[src/rtl/shrimp_regfile_dumper.sv]
// Debug reader that walks shrimp_regfile addresses 0..NUM_REGS-1 and streams each byte out.
// Optional trailing XOR checksum byte when SHRIMP_REGDUMP_CHECKSUM_EN is defined.
module shrimp_regfile_dumper #(
  parameter int NUM_REGS = 16,
  parameter int ADDR_W   = 4,
  parameter int DATA_W   = 8
) (
  input  logic              clock,
  input  logic              reset_n,
  input  logic              start,
  output logic              busy,
  output logic              done,
  output logic [ADDR_W-1:0] reg_r_addr,
  input  logic [DATA_W-1:0] reg_r_val,
  output logic              out_valid,
  output logic [DATA_W-1:0] out_data,
  output logic              out_last,
  input  logic              out_ready
);

  localparam logic [ADDR_W-1:0] LAST_ADDR = ADDR_W'(NUM_REGS - 1);

`ifdef SHRIMP_REGDUMP_CHECKSUM_EN
  typedef enum logic [2:0] {S_IDLE, S_FETCH, S_SEND, S_CSUM, S_DONE} state_t;
  logic [DATA_W-1:0] r_csum;
`else
  typedef enum logic [1:0] {S_IDLE, S_FETCH, S_SEND, S_DONE} state_t;
`endif

  state_t r_state;
  logic   w_last;

  assign w_last = (reg_r_addr == LAST_ADDR);

  always_ff @(posedge clock or negedge reset_n) begin
    if (!reset_n) begin
      r_state    <= S_IDLE;
      reg_r_addr <= '0;
      out_valid  <= 1'b0;
      out_data   <= '0;
      out_last   <= 1'b0;
      busy       <= 1'b0;
      done       <= 1'b0;
`ifdef SHRIMP_REGDUMP_CHECKSUM_EN
      r_csum     <= '0;
`endif
    end else begin
      case (r_state)
        S_IDLE: begin
          done <= 1'b0;
          if (start) begin
            reg_r_addr <= '0;
            busy       <= 1'b1;
            r_state    <= S_FETCH;
`ifdef SHRIMP_REGDUMP_CHECKSUM_EN
            r_csum     <= '0;
`endif
          end
        end

        S_FETCH: begin
          out_data  <= reg_r_val;
          out_valid <= 1'b1;
`ifdef SHRIMP_REGDUMP_CHECKSUM_EN
          out_last  <= 1'b0;
          r_csum    <= r_csum ^ reg_r_val;
`else
          out_last  <= w_last;
`endif
          r_state   <= S_SEND;
        end

        S_SEND: begin
          if (out_ready) begin
            out_valid <= 1'b0;
            out_last  <= 1'b0;
            if (w_last) begin
`ifdef SHRIMP_REGDUMP_CHECKSUM_EN
              // Checksum byte is presented immediately; r_csum already folds in the last register.
              out_valid <= 1'b1;
              out_data  <= r_csum;
              out_last  <= 1'b1;
              r_state   <= S_CSUM;
`else
              done      <= 1'b1;
              r_state   <= S_DONE;
`endif
            end else begin
              reg_r_addr <= reg_r_addr + ADDR_W'(1);
              r_state    <= S_FETCH;
            end
          end
        end

`ifdef SHRIMP_REGDUMP_CHECKSUM_EN
        S_CSUM: begin
          if (out_ready) begin
            out_valid <= 1'b0;
            out_last  <= 1'b0;
            done      <= 1'b1;
            r_state   <= S_DONE;
          end
        end
`endif

        S_DONE: begin
          done       <= 1'b0;
          busy       <= 1'b0;
          reg_r_addr <= '0;
          r_state    <= S_IDLE;
        end

        default: r_state <= S_IDLE;
      endcase
    end
  end

endmodule

[config.mk]
export PLATFORM = sky130hd
export DESIGN_NAME = shrimp_regfile_dumper
export DESIGN_NICKNAME = d
export VERILOG_FILES = /design/src/rtl/shrimp_regfile_dumper.sv
export SDC_FILE = /design/constraint.sdc
export NUM_CORES = 1
export LEC_CHECK = 0
export CAP_MARGIN = 30
export CORE_AREA = 8 8 53 55
export DETAILED_ROUTE_END_ITERATION = 10
export DIE_AREA = 0 0 61 63
export PLACE_DENSITY = 0.85
export SYNTH_ARGS = -nofsm -noshare
export SYNTH_HDL_FRONTEND = slang
export SYNTH_SLANG_ARGS = --single-unit
[constraint.sdc]
create_clock -name clock -period 2.7 [get_ports clock]
set_input_delay 0.405 -clock clock [delete_from_list [all_inputs] [get_ports clock]]
set_output_delay 0.405 -clock clock [all_outputs]
set_load 0.005 [all_outputs]
==> impl_metrics.toml <==
[yosys]
synthCells = 78
synth.most_common_cell = "dfrtp_1"
yosysTopAreaCell = "dfrtp_1"
yosys-top-cells-area = "dfrtp_1 (50%), mux2_2 (11%), ha_1 (8.3%), o31ai_1 (3.3%), a2bb2oi_1 (2.9%)"
synthArstFlopShare_pct = 100
synth_area_per_cell_um2 = 11.6
ys_ff_latch = 18
yosysSeqAreaShare_pct = 49.6
ys_types = 26
yosys_warnings = 0
syn_area_um2 = 908
synth_common_cells = "dfrtp_1 (18), mux2_2 (9), ha_1 (6)"
synth-main-ff-cell = "dfrtp_1"
yosys.area.top_type_share_pct = 49.6
synth_edf_count = 0
synth_fp_nets = 96

[floorplan]
placementRows = 17
ios = 28
placeableCoreArea_um2 = 2060
initial_core_util_pct = 44.0
fp.dieW_um = 61
fp.dieH_um = 63
dieArea_um2 = 3840

[routing]
drc = 0
vias_per_cell = 5.44
routedWlPerCell_um = 15.1
wl_mm = 1.98
first_iter_violations = 15
vias = 713
drtPass1Iterations = 4
drtAntennaViolNets = 0

[clock_network]
clk_pin_slew_ns = 0.10
cts_setup_buffers = 0
cts_buffer_depth = 2
cts_root_buf = "clkbuf_4"
clk_latency_ns = 0.30
clock-sinks = 18
cts_tree = "yes"
numCtsBuffers = 3
ctsResizeCount = 0
hold_buffers = 0
cts_htree_levels = 1

[grt]
grtUsageMet3_pct = 4.32
gr-total-overflow = 0
grt_max_degree = 19
grt_pass1_vias = 736
use_met2_pct = 15.5
busiest_layer = "met2"
grt_pass1_wl_mm = 3.36
grt_usage_pct = 11.2
antenna_found_initial = 0
grtUsageMet1_pct = 14.4

[sta]
fin_worst_skew_ns = 0.00599
tns_ns = 0
maxSlewViolCount = 0
max_freq_mhz = 559
tightest_slew_ns = 0.776
rsz0062_at_grt = "no"
period_share_pct = 66.3
timing.hold.ws_ns = 0.504
hold_viol = 0
setup_violations = 0
final.min_clock_period_ns = 1.79
relSlewSlack_pct = 48.1

[run_status]
status = "finished, final reports clean"

[cells_and_area]
num-nets-final = 123
diodes = 0
syn_to_final_growth_pct = 32.8
fillCellCount = 191
layout-drive-gt1-share_pct = 13.6

[placed_design]
dp_hpwl_mm = 1.43
finalWeightedCongestion = 0.807
portBuffers = 27

[worst_setup_path]
max_stage_delay_ns = 0.58
end_kind = "flip-flop"
crit_required_ns = 2.87
worst-path-buf-inv = 1
crit_slowest_cell = "nor2b_1"
cp_max_fo = 11
cp_cell_sequence = "inv_1 > ha_1 > nor2b_1 > or3_1 > o211ai_1"
cp-start-kind = "flip-flop"
arrival_ns = 1.96
worstSetupPathType = "reg -> reg"
cpLargestDelayFamily = "simple AND/OR/NAND/NOR gates"

[power]
power.density_nw_per_um2 = 1040
vdd.ir_drop.worst_mv = 0.635
p_leak_nw = 0.497

[hold_path]
hold_path_class = "reg -> reg"

[flow_run]
maxCapViolations = 0
## final timing paths
kind                             from       endpoint  slack (ns)  depth (start not counted)
max in group asynchronous     reset_n  reg_r_addr[1]        1.67                          1
min in group asynchronous     reset_n  reg_r_addr[2]        0.55                          1
min                          out_last       out_last        0.50                          2
max                        r_state[0]  reg_r_addr[1]        0.91                          5
min reg2reg                  out_last       out_last        0.50                          2
max reg2reg                r_state[0]  reg_r_addr[1]        0.91                          5
## routing by layer
metal | vias up | share of wire (%)
met3 | 5 | 7.5
met5 | - | 0
met1 | 345 | 45
li1 | 338 | -
met2 | 25 | 45
met4 | 0 | 2.4
## logic make-up (layout without fill, tap and decap cells)
logic type | after synthesis | in the layout | synth area share [%]
and+or+nand+nor | 21 | 21 | 13.5
DFF | 18 | 18 | 49.6
AOI/OAI and AO/OA | 16 | 16 | 12.3
muxes | 10 | 10 | 12.3
buffers and inverters | 7 | 32 | 4.13
adders and majority gates | 6 | 6 | 8.26
## report_power, final
part / internal, W / switching (W)
Sequential: 0.000386 / 0.0000758
Clock: 0.0000520 / 0.0000846
Combinational: 0.000387 / 0.000271
## worst register-to-register path, cell delays in order (launching register included)
cell,delay (ns)
dfrtp_1,0.42
inv_1,0.14
ha_1,0.19
nor2b_1,0.58
or3_1,0.23
o211ai_1,0.11
## through the flow
step / util, % / area, um^2 / total power (W) / std cells / setup WS, ns
after floorplan: - / 908 / 0.000848 / 78 / 1.19
after global placement: 57.4 / 1180 / 0.00110 / 128 / 0.936
after detailed placement: 57.4 / 1180 / 0.00113 / 128 / 0.881
after CTS: 58.5 / 1210 / 0.00127 / 131 / 0.937
after global routing: 58.5 / 1210 / 0.00135 / 131 / 0.778
final: 58.5 / 1210 / 0.00126 / 131 / 0.910
## placed cells by master, fill, tap and decap left out, drive strengths merged, types with 2 or more instances in the layout
| master | Yosys | final |
|---|---|---|
| a2bb2oi | 3 | 3 |
| o21ai | 5 | 5 |
| nor2b | 2 | 2 |
| clkdlybuf4s50 | 0 | 27 |
| nand2 | 4 | 4 |
| clkbuf | 1 | 3 |
| nor3 | 3 | 3 |
| o211ai | 2 | 2 |
| dfrtp | 18 | 18 |
| o31ai | 4 | 4 |
| inv | 2 | 2 |
| ha | 6 | 6 |
| nand3 | 5 | 5 |
| mux2 | 9 | 9 |
## layout make-up
class	instances	area (um^2)	share of cell area, %
Multi-Input combinational cell	53	420	34.9
Sequential cell	18	450	37.3
Timing Repair Buffer	27	270	22.4
Inverter	2	7.51	0.622
Clock buffer	3	22.5	1.87
Tap cell	28	35.0	2.90
## sequential cells by signal (all words and copies together), names as in the netlist
signal	cells
reg_r_addr	4
r_state	2
out_last	1
out_data	8
out_valid	1
busy	1
done	1
Power figures use the tool's default switching activity.
